**config.mk**
```make
export PLATFORM = sky130hd
export DESIGN_NAME = axis_src_rr_scheduler_flat
export DESIGN_NICKNAME = d
export VERILOG_FILES = /design/src/rtl/axis_src_rr_scheduler_if.sv /design/src/rtl/axis_src_rr_scheduler.sv /design/src/flat_wrapper.sv
export SDC_FILE = /design/constraint.sdc
export NUM_CORES = 1
export LEC_CHECK = 0
export ABC_AREA = 1
export ABC_CLOCK_PERIOD_IN_PS = 3710
export BUFFER_PORTS_ARGS = -buffer_cell sky130_fd_sc_hd__buf_2
export CORE_MARGIN = 2
export CORE_UTILIZATION = 57
export DETAILED_ROUTE_END_ITERATION = 8
export GPL_TIMING_DRIVEN = 0
export PLACE_DENSITY = 0.82
export RECOVER_POWER = 100
export SLEW_MARGIN = 20
export SYNTH_ARGS = -nofsm -noshare
export SYNTH_HDL_FRONTEND = slang
export SYNTH_SLANG_ARGS = --single-unit
```
**constraint.sdc**
```tcl
create_clock -name clk -period 3.71 [get_ports clk]
set_input_delay 0 -clock clk [delete_from_list [all_inputs] [get_ports clk]]
set_output_delay 0 -clock clk [all_outputs]
set_load 0.05 [all_outputs]
```
**src/rtl/axis_src_rr_scheduler_if.sv**
```systemverilog
// rtl/axis_src_rr_scheduler_if.sv - source/sink handshake and select bus of the 16-source scheduler.
// master drives the FIFO flags and sink ready, slave is the scheduler producing the select code.
interface axis_src_rr_scheduler_if;
  logic [15:0] src_tvalid;
  logic [15:0] src_tlast;
  logic        sink_tready;
  logic [7:0]  bus_sel;
  logic        grant_valid;
  logic [3:0]  grant_idx;

  modport master (
    output src_tvalid, src_tlast, sink_tready,
    input  bus_sel, grant_valid, grant_idx
  );

  modport slave (
    input  src_tvalid, src_tlast, sink_tready,
    output bus_sel, grant_valid, grant_idx
  );
endinterface

```
**src/rtl/axis_src_rr_scheduler.sv**
```systemverilog
// rtl/axis_src_rr_scheduler.sv - packet-granular round-robin scheduler for a 16-source select path.
// Grants are held until the tlast beat or a watchdog release, then priority rotates past the winner.
module axis_src_rr_scheduler #(
  parameter int          NUM_SRC     = 16,
  parameter int unsigned TIMEOUT_CYC = 1024,
  parameter int          CNT_W       = 16
) (
  input  logic                        clk,
  input  logic                        rst_n,
  input  logic                        sched_en,
  input  logic [15:0]                 src_mask,
  input  logic                        err_clr,
  axis_src_rr_scheduler_if.slave      sched,
  output logic                        pkt_done,
  output logic                        timeout_err,
  output logic [CNT_W-1:0]            pkt_count
);

  localparam int WD_W = (TIMEOUT_CYC < 2) ? 1 : $clog2(TIMEOUT_CYC + 1);

  typedef enum logic {IDLE, GRANT} state_t;

  state_t           state;
  logic [3:0]       rr_ptr;
  logic [WD_W-1:0]  wd_cnt;
  logic [15:0]      req;
  logic             pick_found;
  logic [3:0]       pick_idx;
  logic             beat;

  assign req  = sched.src_tvalid & src_mask;
  assign beat = sched.src_tvalid[sched.grant_idx] & sched.sink_tready;

  // Circular search starting just after the last winner; the 4-bit cast gives the mod-16 wrap.
  always_comb begin
    pick_found = 1'b0;
    pick_idx   = 4'd0;
    for (int k = 1; k <= NUM_SRC; k++) begin
      if (!pick_found && req[4'(32'(rr_ptr) + k)]) begin
        pick_found = 1'b1;
        pick_idx   = 4'(32'(rr_ptr) + k);
      end
    end
  end

  always_ff @(posedge clk) begin
    if (!rst_n) begin
      state             <= IDLE;
      sched.bus_sel     <= 8'd0;
      sched.grant_valid <= 1'b0;
      sched.grant_idx   <= 4'd0;
      pkt_done          <= 1'b0;
      timeout_err       <= 1'b0;
      pkt_count         <= '0;
      rr_ptr            <= 4'hF;
      wd_cnt            <= '0;
    end else begin
      pkt_done <= 1'b0;
      if (err_clr) timeout_err <= 1'b0;
      case (state)
        IDLE: begin
          if (sched_en && pick_found) begin
            state             <= GRANT;
            sched.grant_idx   <= pick_idx;
            sched.grant_valid <= 1'b1;
            sched.bus_sel     <= {4'h8, pick_idx};
            rr_ptr            <= pick_idx;
            wd_cnt            <= '0;
          end
        end
        GRANT: begin
          if (beat) begin
            wd_cnt <= '0;
            if (sched.src_tlast[sched.grant_idx]) begin
              state             <= IDLE;
              sched.bus_sel     <= 8'd0;
              sched.grant_valid <= 1'b0;
              pkt_done          <= 1'b1;
              pkt_count         <= pkt_count + 1'b1;
            end
          end else if (TIMEOUT_CYC != 0 && wd_cnt == WD_W'(TIMEOUT_CYC)) begin
            // Placed after the err_clr clear so a simultaneous timeout wins.
            state             <= IDLE;
            sched.bus_sel     <= 8'd0;
            sched.grant_valid <= 1'b0;
            timeout_err       <= 1'b1;
          end else if (TIMEOUT_CYC != 0) begin
            wd_cnt <= wd_cnt + 1'b1;
          end
        end
        default: state <= IDLE;
      endcase
    end
  end

endmodule
```
**src/flat_wrapper.sv**
```systemverilog
// flat-port wrapper written by rule: the top's interface ports become plain ports
module axis_src_rr_scheduler_flat 
#(
  parameter int          NUM_SRC     = 16,
  parameter int unsigned TIMEOUT_CYC = 1024,
  parameter int          CNT_W       = 16
)
  (clk, rst_n, sched_en, src_mask, err_clr, pkt_done, timeout_err, pkt_count, sched_src_tvalid, sched_src_tlast, sched_sink_tready, sched_bus_sel, sched_grant_valid, sched_grant_idx);
  axis_src_rr_scheduler_if sched_i ();
  input  logic clk;
  input  logic rst_n;
  input  logic sched_en;
  input  logic [15:0] src_mask;
  input  logic err_clr;
  output logic pkt_done;
  output logic timeout_err;
  output logic [CNT_W-1:0] pkt_count;
  input wire logic [$bits(sched_i.src_tvalid)-1:0] sched_src_tvalid;
  input wire logic [$bits(sched_i.src_tlast)-1:0] sched_src_tlast;
  input wire logic [$bits(sched_i.sink_tready)-1:0] sched_sink_tready;
  output wire logic [$bits(sched_i.bus_sel)-1:0] sched_bus_sel;
  output wire logic [$bits(sched_i.grant_valid)-1:0] sched_grant_valid;
  output wire logic [$bits(sched_i.grant_idx)-1:0] sched_grant_idx;
  assign sched_i.src_tvalid = sched_src_tvalid;
  assign sched_i.src_tlast = sched_src_tlast;
  assign sched_i.sink_tready = sched_sink_tready;
  assign sched_bus_sel = sched_i.bus_sel;
  assign sched_grant_valid = sched_i.grant_valid;
  assign sched_grant_idx = sched_i.grant_idx;
  axis_src_rr_scheduler #(.NUM_SRC(NUM_SRC), .TIMEOUT_CYC(TIMEOUT_CYC), .CNT_W(CNT_W)) u_core (.clk(clk), .rst_n(rst_n), .sched_en(sched_en), .src_mask(src_mask), .err_clr(err_clr), .sched(sched_i), .pkt_done(pkt_done), .timeout_err(timeout_err), .pkt_count(pkt_count));
endmodule
```
* Word-level counts from Yosys, hierarchy flattened
Cells that the tools add are included.
** Storage, ports and cells
- Bits of input ports :: 53
- Output and inout port bits :: 31
- Bits in read-only memories :: 0
- Latch bits :: 0
- Memories kept :: 0
- Word-level logic and storage cells :: 180
- RAM bits :: 0
- Bits in registers :: 47
** Operators by class
- Mux-type cells :: 92
- Reductions and logical operators :: 36
- $add $sub $neg :: 18
- Eq/ne operators :: 5
- Multipliers :: 0
- Bitwise operators :: 3
- Divide/modulo/power cells :: 0
- $lt $le $gt $ge :: 17
- Shifts and indexed selects :: 0
** Operators with widths (number)
- $lt A4 B5 Y1 const B :: 17
- $bmux W1 S4 :: 18
- $mux W4 :: 16
- $mux W1 :: 47
- $mux W11 :: 3
- $add A4 B4 Y4 const B :: 8
- $mux W8 :: 4
- $pmux W11 S2 :: 1
- $add A16 B1 Y16 const B :: 1
- $add A4 B3 Y4 const B :: 4
- $and A16 B16 Y16 :: 1
- $logic_and A1 B1 Y1 :: 16
- $pmux W8 S2 :: 1
- $logic_not A1 Y1 :: 15
- $add A11 B1 Y11 const B :: 1
- $eq A11 B11 Y1 const B :: 1
- $ne A3 B3 Y1 const B :: 3
- $reduce_and A3 Y1 :: 3
- $add A4 B1 Y4 const B :: 2
- $add A4 B2 Y4 const B :: 2
- $pmux W1 S2 :: 2
- $reduce_and A2 Y1 :: 2
- $ne A2 B1 Y1 const B :: 1
- $and A1 B1 Y1 :: 1
- $not A1 Y1 :: 1

* Depth between registers and ports, before layout
- Depth in word-level cells :: 52
- Gate-level depth with buffers :: 26
- Gate-level depth less buffers :: 24

* Worst setup path before layout
Ideal clock, no wire load.
- Path kind :: reg-to-reg
- Start point :: reg u_core.rr_ptr[1]
- End point :: reg u_core.rr_ptr[2]
- Path slack :: 0.278 ns
- Required time :: 3.572 ns
- Cell stages (with the launch flop) :: 25
- Path buffers :: 3
- Period minus slack after synthesis :: 3.432 ns
- Arrival :: 3.294 ns
- Setup time :: 0.138 ns
- Cell sequence :: dfxtp_1 clkinv_1 clkbuf_1 ha_1 buf_2 clkinv_1 nand2_1 nand2_1 nand2_1 nand3_2 nand2_4 nand3_2 nor2_4 nand4_4 nor2_4 nand4_2 nor2_2 nand2_2 nor2_4 nand3_2 nand3_2 buf_6 nor2_1 nand2_1 o211ai_1
** On the way
- Word-level cells in the longest chain between the ends :: 51
- Elaborated cells between the ends (all ways) :: 112
- Those cells by class :: add/sub (16); mux (64); reduce/logical (32)
** Ends and longest elaborated chain
- start: declaration :: RTL line axis_src_rr_scheduler.sv:24 : logic [3:0] rr_ptr;
- start signal: assignment :: RTL line axis_src_rr_scheduler.sv:67 : rr_ptr <= pick_idx;
- $add A4 B1 Y4 :: RTL line axis_src_rr_scheduler.sv:39, axis_src_rr_scheduler.sv:41
- $bmux W1 S4 :: RTL line axis_src_rr_scheduler.sv:39 : if (!pick_found && req[4'(32'(rr_ptr) + k)]) begin
- $mux W1 (not written as such) :: RTL line axis_src_rr_scheduler.sv:39
- $mux W1 :: RTL line axis_src_rr_scheduler.sv:39
- $logic_not A1 Y1 :: RTL line axis_src_rr_scheduler.sv:39
- $logic_and A1 B1 Y1 :: RTL line axis_src_rr_scheduler.sv:39
- $mux W1 :: RTL line axis_src_rr_scheduler.sv:39
- $logic_not A1 Y1 :: RTL line axis_src_rr_scheduler.sv:39
- [... 35 more ...]
- $logic_not A1 Y1 :: RTL line axis_src_rr_scheduler.sv:39
- $logic_and A1 B1 Y1 :: RTL line axis_src_rr_scheduler.sv:39
- $mux W1 :: RTL line axis_src_rr_scheduler.sv:39
- $logic_not A1 Y1 :: RTL line axis_src_rr_scheduler.sv:39
- $logic_and A1 B1 Y1 :: RTL line axis_src_rr_scheduler.sv:39
- $mux W1 :: RTL line axis_src_rr_scheduler.sv:39
- $logic_and A1 B1 Y1 :: RTL line axis_src_rr_scheduler.sv:62 : if (sched_en && pick_found) begin
- $reduce_and A2 Y1 (no line)
Parallel ways exist; a longest one is shown, timed or not. The select of a mux whose other input is x is not followed.
A chain may end at the register's enable or synchronous reset.

* Final worst setup path
- Start point :: reg u_core.rr_ptr[0]
- End point :: reg u_core.sched.grant_idx[1]
** On the way
- Word-level cells in the longest chain between the ends :: 51
- Elaborated cells between the ends (all ways) :: 112
- Those cells by class :: add/sub (16); mux (64); reduce/logical (32)
** Ends and longest elaborated chain
- $add A4 B1 Y4 :: RTL line axis_src_rr_scheduler.sv:39, axis_src_rr_scheduler.sv:41
- $bmux W1 S4 :: RTL line axis_src_rr_scheduler.sv:39
- $mux W1 (not written as such) :: RTL line axis_src_rr_scheduler.sv:39
- $mux W1 :: RTL line axis_src_rr_scheduler.sv:39
- $logic_not A1 Y1 :: RTL line axis_src_rr_scheduler.sv:39
- $logic_and A1 B1 Y1 :: RTL line axis_src_rr_scheduler.sv:39
- $mux W1 :: RTL line axis_src_rr_scheduler.sv:39
- $logic_not A1 Y1 :: RTL line axis_src_rr_scheduler.sv:39
- [... 35 more ...]
- $logic_not A1 Y1 :: RTL line axis_src_rr_scheduler.sv:39
- $logic_and A1 B1 Y1 :: RTL line axis_src_rr_scheduler.sv:39
- $mux W1 :: RTL line axis_src_rr_scheduler.sv:39
- $logic_not A1 Y1 :: RTL line axis_src_rr_scheduler.sv:39
- $logic_and A1 B1 Y1 :: RTL line axis_src_rr_scheduler.sv:39
- $mux W1 :: RTL line axis_src_rr_scheduler.sv:39
- $logic_and A1 B1 Y1 :: RTL line axis_src_rr_scheduler.sv:62
- $reduce_and A2 Y1 (no line)
- end signal: assignment :: RTL line axis_src_rr_scheduler.sv:64 : sched.grant_idx <= pick_idx;
- end: declaration :: RTL line axis_src_rr_scheduler_if.sv:18 : output bus_sel, grant_valid, grant_idx
Parallel ways exist; a longest one is shown, timed or not. The select of a mux whose other input is x is not followed.

==> summary.txt <==
Outcome
  • Status: finished clean

Min path
  • Worst min path class: input pin to flop
  • Worst hold start: sched_en

Cells and area
  • Multi-input gate area in the final layout: 0.00298 mm²
  • Nets@finish: approximately 880
  • Most frequent cells in the layout: nand2_1 (165), nand3_1 (135), inv_1 (76)
  • N_diodes: 0
  • Share of layout cells above drive strength 1: 0.165
  • Register area: 872 µm²
  • # fillers: 702
  • Layout Utilization: 0.692
  • Final instance area: about 0.0050 mm²
  • Most common cell after layout, fill and taps aside: nand2_1
  • Area Overhead vs Synth: 18.4%

Routing
  • DRT Pass-1 Iters: 7
  • DRT antenna net count: 0
  • DR WL/cell: approximately 15 µm
  • WL final: ~13000 µm
  • Drc violations: 0
  • Initial DRC Count: approximately 470
  • Via Count: around 5300
  • Via/cell ratio: ~5.8

Synth
  • Most common flop cell mapped by yosys: dfxtp_1
  • Cell Area, Synth: around 0.0042 mm²
  • Synth unique cells: 46
  • Gate Count Post-Synth: between 700 and 800
  • Avg Inst Size Synth: just under 6 µm²
  • FFs w/ async S/R, synth: 0
  • Number of synthesized flops with an enable pin: 0
  • Synthesized flop and latch total: 43
  • Seq/Total Area, Yosys: 0.204
  • Syn. warnings: 0

Critical path
  • CP most frequent cell: nor2_4
  • Crit path launch: u_core.rr_ptr[0]
  • CP Depth: 22
  • Critical-path cell list: inv_2, buf_6, ha_1, xnor2_4, inv_2, nand3_1, nand3_1, nand2_2, nand3_2, nor2_4, nand4_4, nor2_4, nand4_4, nor2_4, nand2_2, nor2_4, nand3_2, nand3_4, buf_6, nor2_1, nand2_1, a21oi_1
  • CP Buf/Inv Count: 4
  • CP max stage cell: dfxtp_4
  • Critical Setup Path Class: flop to flop
  • Worst path top cell family by delay: simple AND/OR/NAND/NOR gates
  • Crit path arrival time: about 3.8 ns
  • Crit. End Element: flop
  • FF-to-FF End: u_core.sched.grant_idx[1]
  • Critical Path Start Type: flop
  • Max incr delay on CP: between 0.3 and 0.4 ns
  • CP Capture Point: u_core.sched.grant_idx[1]
  • Worst Path Max Fanout: 10
  • R2R depth: 22
  • Critical Path RT: 3.87 ns
  • R2R setup slack: a little over 0.09 ns
  • Critical R2R Launch: u_core.rr_ptr[0]

CTS
  • Max Buffers Root-to-Sink: 2
  • TritonCTS buffer count: 5
  • Clock Sink Count: 43
  • Clock insertion delay at the later pin of the skew report: 0.30 ns
  • CTS tree: yes
  • Clk slew on worst S/H paths: roughly 0.08 ns
  • Clk root buf: clkbuf_8
  • H-tree Lvls: 2

Die
  • Die X: roughly 90 µm
  • Core ar.: about 0.007 mm²
  • I/O Pins: 84
  • Starting density of the core: 0.584
  • # rows: 31
  • Die area: 0.00810 mm²
  • Die Y: roughly 90 µm

Place
  • GP Congestion: roughly 1.0
  • DP Worst Slack: -0.632 ns
  • DP Area: between 0.004 and 0.005 mm²
  • Number of port buffers: slightly below 80
  • Detailed placer's ending HPWL: about 10000 µm

Timing
  • Post-layout minimum cycle time: ~3.6 ns
  • Max Clk Rate: 0.277 GHz
  • Crit share post-route: 0.975
  • Final Worst Setup Slack: between 0.09 and 0.1 ns
  • Rel. slew slack: 0.564
  • Final setup vio count: 0
  • Worst Tran Pin Value: about 0.65 ns
  • Clk_skew: around 0.0095 ns
  • Hold Fails Final Rpt: 0
  • Pins over their slew limit: 0
  • Setup_tns: 0 ns
  • Unrepaired setup endpoints after global routing: true

Power and ir drop
  • Sw power: approximately 3300 µW
  • Switching share of power: 0.612
  • Leak Pwr: ~0.0023 µW
  • Reg power frac: 0.108
  • Internal power: 2100 µW
  • PD cells: ~1100 mW/mm²
  • Power share of the combinational group: 0.837
  • Clock power share: 0.055
  • Max IR drop VDD: 0.432 mV

Global route
  • Pin count of the biggest net entering global routing: 14
  • Grt ovf: 0
  • Initial antenna violation count: 0
  • First-pass GRT wire length: 22500 µm
  • Vias in the first global route: just under 5000
  • Tot GR Track Use: 0.332

Job
  • Max-cap violations: 0
-- area by class of cell --
class / count / share of cell area
multi-input cells: 567 / 0.597
flip-flops and latches: 43 / 0.175
repair buffers: 85 / 0.0817
inverters: 84 / 0.0652
plain buffers: 26 / 0.0386
well taps: 99 / 0.0248
clock buffers: 6 / 0.0165
clock inverters: 1 / 0.00100
-- cell families after synthesis --
kind of cell | Yosys count | synth area share
xor gates and xnor gates | 9 | 0.0223
DFF | 43 | 0.204
other | 1 | 0.000890
adders and majority gates | 10 | 0.0297
buffers and inverters | 110 | 0.113
AOI/OAI and AO/OA | 107 | 0.142
and+or+nand+nor | 438 | 0.488
-- worst min path at each step --
stage | endpoint | slack [ns] | depth (start not counted)
after floorplan | u_core.timeout_err | 0.16 | 3
after global placement | u_core.timeout_err | 0.25 | 4
after detailed placement | u_core.timeout_err | 0.26 | 4
after CTS | u_core.rr_ptr[3] | 0.12 | 4
after global routing | u_core.rr_ptr[3] | 0.13 | 4
final | u_core.rr_ptr[3] | 0.13 | 4
-- per-stage QoR --
| step | power [µW] | hold slack [ns] | std cells |
|---|---|---|---|
| after global routing | 5910 | 0.131 | 911 |
| after global placement | 4590 | 0.250 | 898 |
| after detailed placement | 4640 | 0.258 | 898 |
| after floorplan | 3660 | 0.163 | 720 |
| final | 5400 | 0.129 | 911 |
| after CTS | 5020 | 0.116 | 906 |
-- worst min-delay path: cells and delay by family --
kind	cells	cell delay, ns
AOI/OAI and AO/OA	2	0.20
and+or+nand+nor	1	0.06
buffers and inverters	1	0.12
-- state kept, by name, summed over array words and instances (netlist names) --
register	flops
u_core.pkt_count	16
u_core.wd_cnt	11
u_core.sched.bus_sel	5
u_core.rr_ptr	4
u_core.sched.grant_idx	4
u_core.pkt_done	1
u_core.state	1
u_core.timeout_err	1
-- repair_timing --
action | in CTS | in global routing
hold endpoints to repair | 1 | 0
gates resized for setup | 14 | 29
hold buffers | 1 | 0
buffers inserted | 0 | 5
setup endpoints to repair | 25 | 26
pin swaps | 0 | 6
-- power groups by stage --
stage	registers, µW	clock network (µW)	logic, µW
5_1_grt	589	319	5010
3_5_place_dp	574	0	4070
3_3_place_gp	575	0	4020
6_report	581	298	4520
2_1_floorplan	634	0	3020
4_1_cts	571	301	4150
-- cell usage after synthesis (4+ instances only) --
cell	instances	area (µm²)
a21oi_1	40	200
a31oi_1	5	31.3
buf_2	5	25.0
buf_4	7	52.6
buf_6	4	45.0
clkbuf_1	9	33.8
clkinv_1	4	15.0
dfxtp_1	43	861
ha_1	10	125
inv_1	76	285
inv_2	4	15.0
nand2_1	168	631
nand3_1	139	696
nand3_2	10	100
nand4_1	20	125
nor2_1	69	259
nor3_1	7	35.0
o211ai_1	7	52.6
o21ai_0	44	220
or2_2	4	25.0
xor2_1	6	52.6
-- per-layer routing --
metal | up-vias | GRT usage | routed length, µm
li1 | 2587 | - | -
met1 | 2373 | 0.406 | 5390
met2 | 260 | 0.597 | 6630
met3 | 40 | 0.0386 | 917
met4 | 0 | 0.128 | 459
met5 | - | 0 | 0
No activity file was read; power rests on OpenSTA's default activity.
